$ cat src/rtl/pic_pkg.sv
// Shared codes, states and helpers for the 8259A control core.
// Imported by the sequencer and its priority resolver.
package pic_pkg;

  localparam logic [2:0] WF_ICW1 = 3'd0;
  localparam logic [2:0] WF_ICW2 = 3'd1;
  localparam logic [2:0] WF_ICW3 = 3'd2;
  localparam logic [2:0] WF_ICW4 = 3'd3;
  localparam logic [2:0] WF_OCW1 = 3'd4;
  localparam logic [2:0] WF_OCW2 = 3'd5;
  localparam logic [2:0] WF_OCW3 = 3'd6;

  localparam logic [2:0] RF_IRR = 3'd0;
  localparam logic [2:0] RF_ISR = 3'd1;
  localparam logic [2:0] RF_IMR = 3'd2;

  localparam logic [2:0] OCW2_NS_EOI = 3'b001;
  localparam logic [2:0] OCW2_SP_EOI = 3'b011;

  typedef enum logic [2:0] {
    UNINIT,
    W_ICW2,
    W_ICW3,
    W_ICW4,
    READY,
    ACK1,
    ACK2
  } pic_state_t;

  // {found, index} of the lowest set bit; IR0 has top priority.
  function automatic logic [3:0] first_set(input logic [7:0] v);
    logic [3:0] r;
    r = 4'h0;
    for (int i = 7; i >= 0; i--) begin
      if (v[i]) r = {1'b1, 3'(i)};
    end
    return r;
  endfunction

endpackage

$ cat src/rtl/pic_prio_resolver.sv
// Fixed-priority resolver: request candidate and highest in-service level.
// Purely combinational so rotation modes can wrap it later.
module pic_prio_resolver
  import pic_pkg::*;
(
  input  logic [7:0] irr,
  input  logic [7:0] imr,
  input  logic [7:0] isr,
  output logic       cand_valid,
  output logic [2:0] cand_idx,
  output logic       isr_valid,
  output logic [2:0] isr_idx
);

  assign {cand_valid, cand_idx} = first_set(irr & ~imr);
  assign {isr_valid, isr_idx}   = first_set(isr);

endmodule

$ cat src/rtl/pic_int_sequencer.sv
// 8259A control core: ICW/OCW sequencing, IRR/IMR/ISR and 8086 INTA.
// Define PIC_AUTO_EOI_EN to honour ICW4 AEOI.
module pic_int_sequencer
  import pic_pkg::*;
(
  input  logic       CLK,
  input  logic       RST_n,
  input  logic       W_STB,
  input  logic [7:0] W_DATA,
  input  logic [2:0] W_FLAG,
  input  logic [2:0] R_FLAG,
  input  logic [7:0] IR,
  input  logic       INTA_n,
  output logic       INT,
  output logic [7:0] ICW2_O,
  output logic [7:0] ICW3_O,
  output logic       SNGL,
  output logic [7:0] ACK_SEL,
  output logic [7:0] VEC_DATA,
  output logic       VEC_VALID,
  output logic [7:0] RD_DATA
);

  pic_state_t state, state_n;

  logic       ltim, sngl, ic4, aeoi;
  logic [7:0] icw2, icw3, imr, isr, irr;
  logic [7:0] ir_s1, ir_s2, ir_prev;
  logic       inta_s1, inta_s2, inta_prev;
  logic [2:0] lvl;
  logic       spur;
  logic       int_q;
  logic [7:0] ack_sel;
  logic       vec_valid;

  logic       is_icw1, ocw_ok;
  logic       inta_fall, inta_rise;
  logic [3:0] isr_top;
  logic [7:0] eoi_mask, isr_eoi;
  logic       cand_valid, isr_valid, cand_ok;
  logic [2:0] cand_idx, isr_idx, new_lvl;
  logic       enter_ack1, enter_ack2, exit_ack2;
  logic [7:0] irr_n, isr_n;
  logic       int_n;

  assign is_icw1   = W_STB && (W_FLAG == WF_ICW1);
  assign ocw_ok    = (state == READY) || (state == ACK1) ||
                     (state == ACK2);
  assign inta_fall = inta_prev & ~inta_s2;
  assign inta_rise = ~inta_prev & inta_s2;

  // EOI lands before the acknowledge resolves its level.
  assign isr_top = first_set(isr);

  always_comb begin
    eoi_mask = 8'h00;
    if (ocw_ok && W_STB && (W_FLAG == WF_OCW2)) begin
      case (W_DATA[7:5])
        OCW2_NS_EOI: if (isr_top[3]) eoi_mask = 8'b1 << isr_top[2:0];
        OCW2_SP_EOI: eoi_mask = 8'b1 << W_DATA[2:0];
        default:     eoi_mask = 8'h00;
      endcase
    end
  end

  assign isr_eoi = isr & ~eoi_mask;

  pic_prio_resolver u_prio (
    .irr        (irr),
    .imr        (imr),
    .isr        (isr_eoi),
    .cand_valid (cand_valid),
    .cand_idx   (cand_idx),
    .isr_valid  (isr_valid),
    .isr_idx    (isr_idx)
  );

  assign cand_ok = cand_valid && (!isr_valid || (cand_idx < isr_idx));
  assign new_lvl = cand_ok ? cand_idx : 3'd7;

  always_comb begin
    state_n = state;
    if (is_icw1) begin
      state_n = W_ICW2;
    end else begin
      unique case (state)
        W_ICW2: if (W_STB && W_FLAG == WF_ICW2)
                  state_n = !sngl ? W_ICW3 : (ic4 ? W_ICW4 : READY);
        W_ICW3: if (W_STB && W_FLAG == WF_ICW3)
                  state_n = ic4 ? W_ICW4 : READY;
        W_ICW4: if (W_STB && W_FLAG == WF_ICW4)
                  state_n = READY;
        READY:  if (inta_fall) state_n = ACK1;
        ACK1:   if (inta_fall) state_n = ACK2;
        ACK2:   if (inta_rise) state_n = READY;
        default: state_n = state;
      endcase
    end
  end

  assign enter_ack1 = (state == READY) && (state_n == ACK1);
  assign enter_ack2 = (state == ACK1) && (state_n == ACK2);
  assign exit_ack2  = (state == ACK2) && (state_n == READY);

  always_comb begin
    irr_n = ltim ? ir_s2 : ((irr | (ir_s2 & ~ir_prev)) & ir_s2);
    if (enter_ack1 && cand_ok && !ltim)
      irr_n = irr_n & ~(8'b1 << new_lvl);
    isr_n = isr_eoi;
    if (enter_ack1 && cand_ok)
      isr_n = isr_n | (8'b1 << new_lvl);
    if (exit_ack2 && aeoi && !spur)
      isr_n = isr_n & ~(8'b1 << lvl);
    int_n = (state == READY) && (state_n == READY) && cand_ok;
  end

`ifdef PIC_AUTO_EOI_EN
  always_ff @(posedge CLK or negedge RST_n) begin
    if (!RST_n) begin
      aeoi <= 1'b0;
    end else if (state == W_ICW4 && W_STB && W_FLAG == WF_ICW4
                 && !is_icw1) begin
      aeoi <= W_DATA[1];
    end
  end
`else
  assign aeoi = 1'b0;
`endif

  // INTA idles high, so its synchronizer resets high too.
  always_ff @(posedge CLK or negedge RST_n) begin
    if (!RST_n) begin
      state     <= UNINIT;
      ltim      <= 1'b0;
      sngl      <= 1'b0;
      ic4       <= 1'b0;
      icw2      <= 8'h00;
      icw3      <= 8'h00;
      imr       <= 8'h00;
      isr       <= 8'h00;
      irr       <= 8'h00;
      ir_s1     <= 8'h00;
      ir_s2     <= 8'h00;
      ir_prev   <= 8'h00;
      inta_s1   <= 1'b1;
      inta_s2   <= 1'b1;
      inta_prev <= 1'b1;
      lvl       <= 3'd0;
      spur      <= 1'b0;
      int_q     <= 1'b0;
      ack_sel   <= 8'h00;
      vec_valid <= 1'b0;
    end else begin
      state     <= state_n;
      ir_s1     <= IR;
      ir_s2     <= ir_s1;
      inta_s1   <= INTA_n;
      inta_s2   <= inta_s1;
      inta_prev <= inta_s2;
      if (is_icw1) begin
        ltim      <= W_DATA[3];
        sngl      <= W_DATA[1];
        ic4       <= W_DATA[0];
        imr       <= 8'h00;
        isr       <= 8'h00;
        irr       <= 8'h00;
        ir_prev   <= 8'h00;
        int_q     <= 1'b0;
        ack_sel   <= 8'h00;
        vec_valid <= 1'b0;
      end else begin
        ir_prev <= ir_s2;
        irr     <= irr_n;
        isr     <= isr_n;
        int_q   <= int_n;
        if (state == W_ICW2 && W_STB && W_FLAG == WF_ICW2)
          icw2 <= W_DATA;
        if (state == W_ICW3 && W_STB && W_FLAG == WF_ICW3)
          icw3 <= W_DATA;
        if (ocw_ok && W_STB && W_FLAG == WF_OCW1)
          imr <= W_DATA;
        if (enter_ack1) begin
          lvl     <= new_lvl;
          spur    <= !cand_ok;
          ack_sel <= 8'b1 << new_lvl;
        end
        if (enter_ack2)
          vec_valid <= 1'b1;
        if (exit_ack2) begin
          vec_valid <= 1'b0;
          ack_sel   <= 8'h00;
        end
      end
    end
  end

  always_comb begin
    case (R_FLAG)
      RF_IRR:  RD_DATA = irr;
      RF_ISR:  RD_DATA = isr;
      RF_IMR:  RD_DATA = imr;
      default: RD_DATA = 8'h00;
    endcase
  end

  assign INT       = int_q;
  assign ICW2_O    = icw2;
  assign ICW3_O    = icw3;
  assign SNGL      = sngl;
  assign ACK_SEL   = ack_sel;
  assign VEC_DATA  = {icw2[7:3], lvl};
  assign VEC_VALID = vec_valid;

endmodule

$ cat config.mk
export PLATFORM = sky130hd
export DESIGN_NAME = pic_int_sequencer
export DESIGN_NICKNAME = d
export VERILOG_FILES = /design/src/rtl/pic_pkg.sv /design/src/rtl/pic_prio_resolver.sv /design/src/rtl/pic_int_sequencer.sv
export SDC_FILE = /design/constraint.sdc
export NUM_CORES = 1
export LEC_CHECK = 0
export ABC_AREA = 1
export CAP_MARGIN = 10
export CORE_MARGIN = 2
export CORE_UTILIZATION = 50
export DETAILED_ROUTE_END_ITERATION = 8
export GPL_TIMING_DRIVEN = 0
export PLACE_DENSITY = 0.87
export SETUP_SLACK_MARGIN = 0.02
export SLEW_MARGIN = 10
export SYNTH_ARGS = -nofsm -noshare
export SYNTH_HDL_FRONTEND = slang
export SYNTH_SLANG_ARGS = --single-unit
$ cat constraint.sdc
create_clock -name CLK -period 5.6 [get_ports CLK]
set_input_delay 1.4 -clock CLK [delete_from_list [all_inputs] [get_ports CLK]]
set_output_delay 1.4 -clock CLK [all_outputs]
set_load 0.01 [all_outputs]
==> impl_metrics.yaml <==
run_status:
  status: "finished clean"
synth:
  ys.flop_type: "dfrtp_1"
  synth_cell_types: 38
  netlist_area_um2: 4170
  ys_seq_area_share_pct: 51.7
  syn_nets: 532
  synthCells: 504
  ys_ff_latch: 86
  ys_warn_count: 0
  synth_common_cells: "nand2_1, dfrtp_1, inv_1, nor2_1, o21ai_0"
  synthTopCellsByArea: "dfrtp_1, nand2_1, inv_1, o21ai_0, nor2_1"
  async_flop_share_pct: 100
  synth_edf_count: 0
  syn_avg_cell_area_um2: 8.27
  synth_most_common_cell: "nand2_1"
  synth_top_area_share_pct: 49.8
  post-synth-top-area-cell: "dfrtp_1"
worst_setup_path:
  path_max_fanout: 8
  worst_path_max_delay_cell: "clkdlybuf4s50_1"
  critical-path-max-stage-delay_ps: 570
  timing.rr.start: "isr[5]"
  critPathRequiredTime_ps: 4200
  critPathKind: "input port to primary output"
  worstPathCellList: "clkdlybuf4s50_1, inv_1, nand2_1, nor2_1, nand2_1, o211ai_1, clkdlybuf4s50_1"
  end_kind: "primary output"
  cp_data_arrival_time_ps: 3240
  start_kind: "input port"
  crit_start: "R_FLAG[0]"
timing:
  hold_viol_final: 0
  finalCritPeriodShare_pct: 82.9
  worstMarginPinSlew_ps: 587
  rsz0062_at_grt: "no"
  slew_violations: 0
  fin_crit_ps: 4640
  setup_viol: 0
  slew_headroom_pct: 60.5
  fin_skew_ps: 10.1
  fin_ws_ps: 956
  max_freq_mhz: 215
  fin_setup_tns_ps: 0
die:
  dieWidth_um: 95.3
  ios: 69
  initial_core_util_pct: 51.3
  rows: 33
  die_area_um2: 9090
  core_um2: 8130
  dieHeight_um: 95.3
power:
  p_leak_nw: 2.43
  totalPowerFinal_mw: 2.64
  share_comb_of_total_power_pct: 49.9
  switching_share_pct: 42.7
  p_int_mw: 1.51
  p_clk_share_pct: 16.0
  powerDensity_nw_per_um2: 508
  p_sw_mw: 1.13
  seq_power_share_pct: 34.1
  ir_drop_mv: 0.263
clock_tree:
  clock-sinks: 86
  clk_pin_slew_ps: 80
  cts_buffer_depth: 2
  cts_resized: 0
  cts_setup_buffers: 0
  cts_tree: "yes"
  ctsHoldBuffers: 0
  cts_max_level: 3
  cts_root_buffer: "clkbuf_8"
  clk_latency_ps: 360
  cts_buffers: 9
layout:
  fillers: 673
  diodes: 0
  finalNetCount: 612
  seqCellArea_um2: 2160
  drive_above_1_share_pct: 11.1
  final_area_um2: 5190
  area_delta_synth_final_pct: 24.6
  final_util_pct: 63.9
  multi_input_area_um2: 1660
global_routing:
  overflow: 0
  grt_pass1_vias: 3456
  grt_pass1_wl_mm: 16.0
  grt_max_degree: 59
  antenna_found_initial: 0
  track_usage_pct: 23.2
placement:
  hpwlAfterDp_mm: 7.60
  gp_congestion: 0.937
  port_buffers: 68
  placed_area_um2: 5010
  place_ws_ps: 995
drt:
  drcViolationCount: 0
  drtIter0Drc: 295
  drt-total-wl_mm: 9.85
  vias: 3667
  drtAntennaViolNets: 0
  wire_per_inst_um: 14.2
  vias_per_cell: 5.30
  dr.pass1.iters: 5
worst_hold_path:
  hp-class: "flop to flop"
  min-delay-start: "ir_s1[5]"
run:
  drv_cap: 0
## placed cells by master, fill, tap and decap left out, drive strengths merged
cell / instances
o211ai: 7
ha: 2
or2: 1
nor2: 51
o221ai: 2
a21oi: 17
o32ai: 2
nor4: 3
clkbuf: 18
o31ai: 4
o22ai: 5
a31oi: 1
a32oi: 1
clkinvlp: 1
nand4: 7
nor3: 9
o21ai: 41
o2111ai: 1
dfrtp: 83
dfstp: 3
nand2: 135
buf: 7
clkinv: 1
a311oi: 1
nand3: 37
o21bai: 1
inv: 78
clkdlybuf4s50: 67
bufinv: 1
## area by class of cell
| cell class | instances | share of cell area [%] |
|---|---|---|
| Inverter | 78 | 5.68 |
| Multi-Input combinational cell | 328 | 31.9 |
| Sequential cell | 86 | 41.5 |
| Clock inverter | 3 | 0.891 |
| Timing Repair Buffer | 69 | 13.6 |
| Tap cell | 105 | 2.53 |
| Buffer | 12 | 1.23 |
| Clock buffer | 11 | 2.72 |
## routing by layer
| metal | global-route usage [%] | share of wire (%) | vias to the layer above |
|---|---|---|---|
| met3 | 5.38 | 7.7 | 15 |
| met4 | 8.82 | 2.1 | 0 |
| met5 | 0 | 0 | - |
| met1 | 30.1 | 42 | 1708 |
| li1 | - | - | 1788 |
| met2 | 37.9 | 48 | 156 |
## state kept, by name, indices dropped and copies added (netlist names), 3 cells and up
register / flops
isr: 8
lvl: 3
ir_s2: 8
ir_prev: 8
state: 3
ACK_SEL: 8
irr: 8
ir_s1: 8
ICW2_O: 8
ICW3_O: 8
imr: 8
## power by group through the flow
stage,Sequential [mW],Clock [mW],Combinational [mW]
finish,0.899,0.421,1.32
global placement,0.900,0,1.26
floorplan,0.929,0,0.822
CTS,0.898,0.429,1.31
detailed placement,0.908,0,1.31
global route,0.917,0.460,1.46
## per-stage QoR
stage	instances	hold WS (ps)
6_report	692	352
3_5_place_dp	678	336
4_1_cts	692	354
2_1_floorplan	504	331
5_1_grt	692	359
3_3_place_gp	677	331
## worst max-delay path, delay by kind of cell
family / cells / cell delay, ps
buf+inv: 3 / 1110
simple gates: 3 / 580
compound gates: 1 / 140
## path summary, 6_finish.rpt
path                                   end  slack, ps  cells after the start
worst max-delay path            RD_DATA[3]        960                      7
worst min-delay path              ir_s2[5]        350                      0
worst max register to register  ACK_SEL[7]       2520                     21
worst min register to register    ir_s2[5]        350                      0
max in group asynchronous           isr[2]       4040                      2
min in group asynchronous        ICW3_O[7]        960                      1
## cell families (layout without fill, tap and decap cells)
| group | after synthesis | count (layout) | share of synthesized area, % |
|---|---|---|---|
| and+or+nand+nor | 243 | 243 | 27.5 |
| DFF | 86 | 86 | 51.7 |
| AOI/OAI and AO/OA | 83 | 83 | 11.6 |
| buffers and inverters | 90 | 173 | 8.61 |
| adders and majority gates | 2 | 2 | 0.600 |
Note: power is estimated with default switching activity, not from simulation.
